`src/rtl/rx_controller.sv`:
```
// UART receive FSM: synchronizes rx, frames LSB-first bytes on external midpoint strobes.
// start_detected 3 cycles after rx falls; rx_data_valid 1 cycle after stop strobe, held until valid & ready.
module rx_controller #(
  parameter int DATA_BITS = 8
) (
  input  logic                 clk,
  input  logic                 reset_n,
  input  logic                 rx,
  input  logic                 sampling_strobe,
  output logic                 start_detected,
  output logic [DATA_BITS-1:0] rx_data,
  output logic                 rx_data_valid,
  input  logic                 rx_data_ready,
  output logic                 framing_error,
  output logic                 overrun_error,
  output logic                 busy
);

  localparam int CNT_W = (DATA_BITS > 1) ? $clog2(DATA_BITS) : 1;
  localparam logic [CNT_W-1:0] LAST_BIT = CNT_W'(DATA_BITS - 1);

  typedef enum logic [2:0] {
    IDLE,
    START,
    DATA,
    STOP,
    WAIT_HIGH
  } state_t;

  state_t               state_q, state_d;
  logic                 sync1, rx_sync, rx_prev;
  logic [CNT_W-1:0]     bit_cnt_q, bit_cnt_d;
  logic [DATA_BITS-1:0] shift_q, shift_d;
  logic [DATA_BITS:0]   shift_in;
  logic                 start_q, fe_q, oe_q, valid_q;
  logic                 start_d, load_d, fe_d, oe_d;
  logic                 fall, slot_free;

  assign fall      = rx_prev & ~rx_sync;
  assign shift_in  = {rx_sync, shift_q};
  // A byte may land in the output register if it is empty or being drained this cycle.
  assign slot_free = ~valid_q | rx_data_ready;

  always_ff @(posedge clk) begin
    if (!reset_n) begin
      sync1   <= 1'b1;
      rx_sync <= 1'b1;
      rx_prev <= 1'b1;
    end else begin
      sync1   <= rx;
      rx_sync <= sync1;
      rx_prev <= rx_sync;
    end
  end

  always_comb begin
    state_d   = state_q;
    bit_cnt_d = bit_cnt_q;
    shift_d   = shift_q;
    start_d   = 1'b0;
    load_d    = 1'b0;
    fe_d      = 1'b0;
    oe_d      = 1'b0;
    case (state_q)
      IDLE: begin
        if (fall) begin
          start_d = 1'b1;
          state_d = START;
        end
      end
      START: begin
        if (sampling_strobe) begin
          if (!rx_sync) begin
            state_d   = DATA;
            bit_cnt_d = '0;
          end else begin
            state_d = IDLE;
          end
        end
      end
      DATA: begin
        if (sampling_strobe) begin
          shift_d = shift_in[DATA_BITS:1];
          if (bit_cnt_q == LAST_BIT) begin
            state_d = STOP;
          end else begin
            bit_cnt_d = bit_cnt_q + 1'b1;
          end
        end
      end
      STOP: begin
        if (sampling_strobe) begin
          if (rx_sync) begin
            if (slot_free) begin
              load_d = 1'b1;
            end else begin
              oe_d = 1'b1;
            end
            state_d = IDLE;
          end else begin
            fe_d    = 1'b1;
            state_d = WAIT_HIGH;
          end
        end
      end
      WAIT_HIGH: begin
        if (rx_sync) begin
          state_d = IDLE;
        end
      end
      default: state_d = IDLE;
    endcase
  end

  always_ff @(posedge clk) begin
    if (!reset_n) begin
      state_q   <= IDLE;
      bit_cnt_q <= '0;
      shift_q   <= '0;
      rx_data   <= '0;
      valid_q   <= 1'b0;
      start_q   <= 1'b0;
      fe_q      <= 1'b0;
      oe_q      <= 1'b0;
    end else begin
      state_q   <= state_d;
      bit_cnt_q <= bit_cnt_d;
      shift_q   <= shift_d;
      start_q   <= start_d;
      fe_q      <= fe_d;
      oe_q      <= oe_d;
      if (load_d) begin
        rx_data <= shift_q;
        valid_q <= 1'b1;
      end else if (valid_q && rx_data_ready) begin
        valid_q <= 1'b0;
      end
    end
  end

  // Outputs are forced low for the whole time reset is held, not just after the first reset edge.
  assign start_detected = reset_n & start_q;
  assign rx_data_valid  = reset_n & valid_q;
  assign framing_error  = reset_n & fe_q;
  assign overrun_error  = reset_n & oe_q;
  assign busy           = reset_n & (state_q != IDLE);

endmodule
```
`config.mk`:
```
export PLATFORM = sky130hd
export DESIGN_NAME = rx_controller
export DESIGN_NICKNAME = d
export VERILOG_FILES = /design/src/rtl/rx_controller.sv
export SDC_FILE = /design/constraint.sdc
export NUM_CORES = 1
export LEC_CHECK = 0
export ABC_AREA = 1
export ABC_CLOCK_PERIOD_IN_PS = 1600
export CAP_MARGIN = 20
export CORE_MARGIN = 1.5
export CORE_UTILIZATION = 52
export DETAILED_ROUTE_END_ITERATION = 6
export GPL_TIMING_DRIVEN = 0
export PLACE_DENSITY_LB_ADDON = 0.2
export SETUP_SLACK_MARGIN = 0.4
export SYNTH_ARGS = -nofsm -noshare
export SYNTH_HDL_FRONTEND = slang
export SYNTH_SLANG_ARGS = --single-unit
```
`constraint.sdc`:
```
create_clock -name clk -period 1.6 [get_ports clk]
set_input_delay 0.16 -clock clk [delete_from_list [all_inputs] [get_ports clk]]
set_output_delay 0.16 -clock clk [all_outputs]
set_load 0.02 [all_outputs]
```
=== After elaboration in Yosys (flattened, before gate mapping) ===
Index checks and enable logic that the tools add are counted.
W data, S select, Z words.

* Bits in registers: 29
* Input bits: 5
* Output and inout port bits: 13
* Word-level logic and storage cells: 68

* Add/subtract/negate cells: 1
* Equality and inequality tests: 13
* Mux-type cells: 23
* Bitwise gates (word level): 9
* Reduce and logical (&&, ||, !) cells: 11

{| class="wikitable"
|+ Operator list
! kind !! number
|-
| $mux W3 || 11
|-
| $ne A2 B2 Y1 const B || 8
|-
| $pmux W3 S5 || 1
|-
| $mux W1 || 9
|-
| $and A1 B1 Y1 || 6
|-
| $eq A3 B2 Y1 const B || 2
|-
| $eq A3 B3 Y1 const B || 2
|-
| $pmux W3 S2 || 1
|-
| $reduce_and A6 Y1 || 1
|-
| $reduce_and A5 Y1 || 1
|-
| $reduce_and A2 Y1 || 2
|-
| $reduce_and A4 Y1 || 1
|-
| $reduce_bool A2 Y1 || 2
|-
| $add A3 B1 Y3 const B || 1
|-
| $eq A3 B1 Y1 const B || 1
|-
| $logic_not A3 Y1 || 1
|-
| $reduce_and A3 Y1 || 1
|-
| $reduce_bool A3 Y1 || 1
|-
| $mux W2 || 1
|-
| $not A1 Y1 || 2
|-
| $logic_and A1 B1 Y1 || 1
|-
| $or A1 B1 Y1 || 1
|}

=== Depth between registers and ports, before layout ===
Gate-level depths: netlist of run 1.

* Word-level depth: 7
* Gate-level depth with buffers: 9
* Mapped depth without buffers: 9

=== Worst setup path after synthesis of run 1 ===
Ideal clock, no wire load.

* Path kind: reg-to-reg
* Start: reg bit_cnt_q[0]
* End: reg bit_cnt_q[1]
* Library setup time: 0.128 ns
* Arrival time: 1.135 ns
* Data required time: 1.472 ns
* Slack: 0.337 ns
* Cell stages (with the launch flop): 9
* Period minus slack after synthesis: 1.263 ns
* Cells stage by stage: dfxtp_1 > ha_1 > ha_1 > inv_1 > nand3_1 > o21ai_1 > nand2_2 > nand2_1 > a21oi_1

* Cells in the longest elaborated chain, start to end: 4

{| class="wikitable"
|+ RTL lines
! item !! RTL line !! source
|-
| from (decl) || 32 || <nowiki>logic [CNT_W-1:0] bit_cnt_q, bit_cnt_d;</nowiki>
|-
| from (signal assigned) || 127 || <nowiki>bit_cnt_q <= bit_cnt_d;</nowiki>
|-
| $add A3 B1 Y3 || 87 || <nowiki>bit_cnt_d = bit_cnt_q + 1'b1;</nowiki>
|-
| $mux W3 || 84 || <nowiki>if (bit_cnt_q == LAST_BIT) begin</nowiki>
|-
| $mux W3 || 82 || <nowiki>if (sampling_strobe) begin</nowiki>
|-
| $pmux W3 S2 || 64 || <nowiki>case (state_q)</nowiki>
|}

Several ways; a longest one is shown, not always the timed one. The select of a mux whose other input is x is not followed.
A chain may end at the register's enable or synchronous reset.

=== Worst setup path in the final report of run 1 ===
* Start: reg state_q[1]
* End: reg bit_cnt_q[0]

* Cells in the longest elaborated chain, start to end: 3

{| class="wikitable"
|+ RTL lines
! item !! RTL line !! source
|-
| from (decl) || 30 || <nowiki>state_t state_q, state_d;</nowiki>
|-
| from (signal assigned) || 126 || <nowiki>state_q <= state_d;</nowiki>
|-
| $eq A3 B2 Y1 / $eq A3 B1 Y1 (equally long branches) || 64 ||
|-
| $ne A2 B2 Y1 (no source line) / $reduce_bool A2 Y1 (equally long branches) || - ||
|-
| $reduce_and A5 Y1 (no source line) || - ||
|}

Several ways; a longest one is shown, not always the timed one.

==> flow_metrics.tcl, run 1 <==
set metrics [dict create \
    viasPerCell 5.474 \
    yosys.cell_types.count 23 \
    yosys.area.top_type "dfxtp_1" \
    synthSimpleGateAreaFrac_pct 33.70 \
    cts_buffers 5 \
    die_x_um 52.20 \
    cap_violations 0 \
    start_util_pct 55.83 \
    holdPathStages 2 \
    period_minus_slack_ns 1.383 \
    synth-adder-area-share_pct 1.988 \
    cp.required_ns 1.85 \
    p_comb_share_pct 40.0 \
    num_rows 17 \
    io_buffer_count 15 \
    clk_pin_slew_ns 0.09 \
    diodes 0 \
    crit_cells 7 \
    drive_gt1_share_pct 39.50 \
    htreeDepth 2 \
    netSwitchingPower_uw 805.9 \
    clkPwrFrac_pct 23.2 \
    endpoint "bit_cnt_q[0]" \
    status "completed" \
    die_y_um 52.20 \
    syn_nets 167 \
    synth_top_area_share_pct 46.12 \
    synth_top_family_by_area "simple AND/OR/NAND/NOR gates" \
    rsz0062_at_grt "true" \
    critPathCaptureType "flop" \
    clock.fmax_mhz 723.0 \
    leakagePower_nw 0.7528 \
    hold_violations 0 \
    synth_compound_area_share_pct 10.24 \
    dr.pass1.iters 4 \
    final_max_slew_viol_count 0 \
    wl_per_cell_um 15.02 \
    antenna_found_initial 0 \
    cts_root_buf "clkbuf_4" \
    yosysWarnings 0 \
    cellPowerDensity_mw_per_mm2 1224 \
    path_max_fanout 5 \
    path_delay_family "simple AND/OR/NAND/NOR gates" \
    core_mm2 0.002255 \
    postSynthAreaPerCell_um2 7.867 \
    r2r_start "state_q[1]" \
    setup_slack_ns 0.2168 \
    fin_skew_ns 0.007448 \
    reg2reg_to "bit_cnt_q[0]" \
    dpl_worst_slack_ns -0.01621 \
    total_power_mw 2.221 \
    wl_um 3424 \
    dr.first_iter.drc_count 28 \
    cp-startpoint "state_q[1]" \
    hp-class "primary input to flop" \
    nets 206 \
    netlist_area_mm2 0.001259 \
    ir_worst_vdd_v 0.0009873 \
    clock-sinks 29 \
    rr_worst_depth 7 \
    cp.arrival_ns 1.63 \
    holdWs_ns 0.03162 \
    via_count 1248 \
    synth_area_leaders "dfxtp_1 46%, nand2_1 10%, nand3_1 9.9%" \
    multiInputGateArea_um2 752.0 \
    relSlewSlack_pct 72.57 \
    ant_nets 0 \
    gr-total-overflow 0 \
    seqCellArea_um2 595.6 \
    cts_tree "built" \
    hpwl_um 1905 \
    seq_area_frac_synth_pct 46.12 \
    synth-xor-area-share_pct 0 \
    post_synth_inst_count 160 \
    fillers 154 \
    switching_share_pct 36.29 \
    io_pins 18 \
    ys_ff_latch 29 \
    path_cells "buf_6 -> buf_4 -> nand2_4 -> nand2_2 -> nand2_4 -> nand3_1 -> a21oi_1" \
    cpMostUsedCell "nand2_4" \
    cts_hold_buf 0 \
    clk_path_buf_depth 2 \
    cpMaxStageDelayCell "dfxtp_4" \
    grtUsageTotal_pct 27.12 \
    drcViolationCount 0 \
    die_area_mm2 0.002725 \
    clock_latency_ns 0.34 \
    critPathLaunchType "flop" \
    crit_type "flop to flop" \
    setup_viol 0 \
    finalCritPeriodShare_pct 86.45 \
    max_stage_delay_ns 0.36 \
    grt_max_degree 11 \
    tightest_slew_ns 0.4115 \
    routabilityCongestion 0.7603 \
    r2r_slack_ns 0.22 \
    grt_pass1_vias 1231 \
    power_frac_seq_pct 36.8 \
    grt_pass1_wl_um 5271 \
    p_int_mw 1.415 \
    syn_to_final_growth_pct 44.14 \
    synth.area.mux_share_pct 0 \
    path_buf_inv 2 \
]
[worst min path at each step]
stage	start	endpoint	slack, ns
final	reset_n	rx_prev	0.03
after global routing	reset_n	rx_prev	0.02
after CTS	reset_n	rx_prev	0.02
after detailed placement	reset_n	rx_prev	0.37
after global placement	reset_n	rx_prev	0.36
after floorplan	rx	sync1	0.27
[worst register-to-register path: cells and delay by family, from the launching register on]
kind,cells,cell delay [ns]
and+or+nand+nor,4,0.51
DFF,1,0.36
buffers and inverters,2,0.26
AOI/OAI and AO/OA,1,0.19
[flip-flops by register name, summed over array words and instances (netlist names)]
signal and cells:
bit_cnt_q 3, fe_q 1, oe_q 1, rx_data 8, rx_prev 1, rx_sync 1, shift_q 8, start_q 1
state_q 3, sync1 1, valid_q 1
[area by class of cell]
| class | count | share of cell area, % |
|---|---|---|
| clock inverter | 1 | 0.2759 |
| timing repair buffer | 29 | 14.00 |
| clock buffer | 7 | 3.586 |
| sequential | 29 | 32.83 |
| buffer | 5 | 2.621 |
| inverter | 14 | 3.310 |
| tap | 28 | 1.931 |
| multi-input combinational | 115 | 41.45 |
[cell usage after synthesis (all sizes together)]
master       number
or2               2
dfxtp            29
nor3              1
dlygate4sd1       1
inv              13
nor2             13
clkinv            1
nand3b            1
nand3            25
a21oi            24
nand2            41
buf               4
ha                2
nor4              2
o21ai             1
[logic make-up after synthesis]
family	count (synthesis)
buffers and inverters	19
adders and majority gates	2
AOI/OAI and AO/OA	25
DFF	29
and+or+nand+nor	85
[metal layers]
layer	vias up	global-route usage, %	share of wire, %
met5	-	0	0
met4	0	16.24	3.2
met3	16	9.429	4.8
met2	39	47.89	52
met1	585	27.17	40
li1	608	-	-
[power groups by stage]
stage	logic (mW)	registers, mW	clock network (mW)
2_1_floorplan	0.365	0.819	0
3_3_place_gp	0.437	0.826	0
3_5_place_dp	0.460	0.830	0
4_1_cts	0.726	0.814	0.524
5_1_grt	0.943	0.819	0.545
6_report	0.889	0.817	0.515
[repair_timing]
action | in CTS | in global routing
buffers inserted | 10 | 4
gates resized for setup | 53 | 24
setup endpoints to repair | 36 | 32
pin swaps | 11 | 11
endpoints found under the hold margin | 0 | 0
cloned | 3 | 0
[per-stage QoR]
stage                     utilization [%]  TNS (ns)  cell area, µm²  std cells
final                               80.47         0            1814        228
after global routing                80.47         0            1814        228
after CTS                           77.47         0            1747        224
after floorplan                         -         0            1279        160
after global placement              64.93         0            1464        203
after detailed placement            64.93  -0.01621            1464        203
[layout by cell type, fill, tap and decap left out]
| cell type | count |
|---|---|
| clkbuf_4 | 5 |
| buf_4 | 11 |
| buf_6 | 6 |
| nand3b_1 | 1 |
| a21oi_2 | 4 |
| clkbuf_8 | 2 |
| dfxtp_2 | 3 |
| o21ai_4 | 1 |
| clkdlybuf4s15_2 | 1 |
| nand2_1 | 25 |
| or2_2 | 2 |
| nor4_1 | 2 |
| nand3_4 | 1 |
| inv_8 | 1 |
| nand2_2 | 9 |
| clkbuf_2 | 2 |
| buf_12 | 1 |
| dfxtp_4 | 3 |
| dlygate4sd2_1 | 3 |
| a21oi_1 | 20 |
| clkinv_2 | 1 |
| inv_1 | 10 |
| dlygate4sd1_1 | 1 |
| nand3_1 | 19 |
| nor2_8 | 1 |
| ha_4 | 2 |
| nand3_2 | 5 |
| nor3_1 | 1 |
| nand2_4 | 9 |
| clkdlybuf4s15_1 | 4 |
| dfxtp_1 | 23 |
| inv_2 | 2 |
| clkinv_1 | 1 |
| buf_2 | 3 |
| nor2_1 | 9 |
| clkdlybuf4s50_1 | 2 |
| nor2_4 | 4 |
No activity file was read; power rests on OpenSTA's default activity.
==> run 2, diff against run 1 <==
==> constraint.sdc (replaced) <==
create_clock -name clk -period 1.6 [get_ports clk]
set_input_delay 0.24 -clock clk [delete_from_list [all_inputs] [get_ports clk]]
set_output_delay 0.24 -clock clk [all_outputs]
set_load 0.02 [all_outputs]
==> run 2 against run 1 <==
Hold slack improved by 0.080 ns. First-iteration DRC count rose by 14%. Register-to-register slack improved by 0.06 ns. Sequential cell count did not move. Final cell count fell by 2.2%. Non-clock buffer count fell by 4. Worst setup slack improved by 0.044 ns. Sequential power rose by 1%. Largest cell class unchanged.
==> flow_metrics.tcl, run 2 (synthesis results as in run 1) <==
set metrics [dict create \
    setup_slack_ns 0.2611 \
    antenna_found_initial 0 \
    netSwitchingPower_uw 745.5 \
    leakagePower_nw 0.7117 \
    syn_to_final_growth_pct 35.09 \
    cap_violations 0 \
    io_pins 18 \
    cts_buffers 5 \
    cpMaxStageDelayCell "dfxtp_4" \
    total_power_mw 1.988 \
    gr-total-overflow 0 \
    r2r_slack_ns 0.28 \
    viasPerCell 5.444 \
    cp.required_ns 1.36 \
    switching_share_pct 37.50 \
    final_common_cell "nand2_1" \
    placed_cells 203 \
    final_cells 223 \
    cellPowerDensity_mw_per_mm2 1169 \
    dr.pass1.iters 5 \
    io_buffer_count 15 \
    relSlewSlack_pct 73.04 \
    cp.arrival_ns 1.10 \
    routabilityCongestion 0.8513 \
    clk_path_buf_depth 2 \
    fin_skew_ns 0.01005 \
    rr_worst_depth 9 \
    p_int_mw 1.242 \
    start_util_pct 55.83 \
    via_count 1214 \
    die_x_um 52.20 \
    period_minus_slack_ns 1.339 \
    ir_worst_vdd_v 0.0008403 \
    rsz0062_at_grt "true" \
    grt_pass1_wl_um 4940 \
    path_max_fanout 5 \
    power_frac_seq_pct 41.6 \
    max_stage_delay_ns 0.39 \
    ant_nets 0 \
    diodes 0 \
    cts_root_buf "clkbuf_4" \
    crit_type "flop to primary output" \
    cts_hold_buf 0 \
    hpwl_um 1799 \
    fin_setup_tns_ns 0 \
    num_rows 17 \
    die_y_um 52.20 \
    grt_max_degree 11 \
    holdWs_ns 0.1115 \
    final_area_mm2 0.001700 \
    status "completed" \
    r2r_start "bit_cnt_q[1]" \
    p_comb_share_pct 36.9 \
    clock.fmax_mhz 746.9 \
    reg2reg_to "state_q[1]" \
    place_area_mm2 0.001468 \
    finalCritPeriodShare_pct 83.68 \
    die_area_mm2 0.002725 \
    clk_pin_slew_ns 0.09 \
    final_max_slew_viol_count 0 \
    biggestRegsByFlops "rx_data: 8 flops, shift_q: 8 flops" \
    path_cells "nor2_4 -> a21oi_2 -> buf_4" \
    drive_gt1_share_pct 42.56 \
    clock_latency_ns 0.34 \
    utilization_pct 75.42 \
    grtUsageTotal_pct 26.11 \
    final_cell_mix "25 x nand2_1, 22 x dfxtp_1, 21 x nand3_1" \
    clkPwrFrac_pct 21.5 \
    cp-startpoint "state_q[0]" \
    nets 201 \
    hold_start "reset_n" \
    wl_per_cell_um 14.00 \
    critPathCaptureType "primary output" \
    holdPathStages 2 \
    clock-sinks 29 \
    wl_um 3122 \
    dpl_worst_slack_ns -0.1381 \
    critPathLaunchType "flop" \
    dr.first_iter.drc_count 32 \
    htreeDepth 2 \
    grt_pass1_vias 1081 \
    setup_viol 0 \
    cts_tree "built" \
    hold_violations 0 \
    hp-class "primary input to flop" \
    min_to "rx_prev" \
    drcViolationCount 0 \
    core_mm2 0.002255 \
    tightest_slew_ns 0.4043 \
]
[run 2: how the worst max path moves through the flow]
| stage | endpoint | slack, ns |
|---|---|---|
| floorplan | shift_q[0] | 0.40 |
| global placement | busy | -0.12 |
| detailed placement | busy | -0.14 |
| CTS | busy | 0.29 |
| global route | busy | 0.18 |
| finish | busy | 0.26 |
[run 2: power groups by stage]
stage / clock network, mW / registers [mW] / logic [mW]
floorplan: 0 / 0.819 / 0.371
global placement: 0 / 0.827 / 0.446
detailed placement: 0 / 0.829 / 0.458
CTS: 0.440 / 0.822 / 0.628
global route: 0.478 / 0.832 / 0.796
finish: 0.428 / 0.827 / 0.733
[run 2: area by class of cell]
cell class / count / area [µm²]
timing repair buffer: 25 / 175.2
buffer: 5 / 47.55
fill: 167 / 554.3
inverter: 14 / 57.56
multi-input combinational: 114 / 733.2
clock buffer: 5 / 37.54
tap: 28 / 35.03
sequential: 29 / 596.8
clock inverter: 3 / 17.52
[run 2: what timing repair did]
action | CTS | global route
resized for setup | 70 | 26
cloned | 2 | 0
endpoints found under the setup margin | 36 | 35
pin swaps | 5 | 8
setup buffers | 8 | 2
[run 2: worst max-delay path: cells and delay by family (launching register included)]
family / cells / cell delay, ns
compound gates: 1 / 0.08
flops: 1 / 0.39
simple gates: 1 / 0.15
buf+inv: 1 / 0.16
[run 2: layer usage]
layer,up-vias,part of all wire [%],track usage (%),wire length [µm]
met5,-,0,0,0
met4,0,2.1,8.974,65
li1,600,-,-,-
met1,580,43,31.40,1333
met2,25,51,43.04,1588
met3,9,4.3,9.429,135
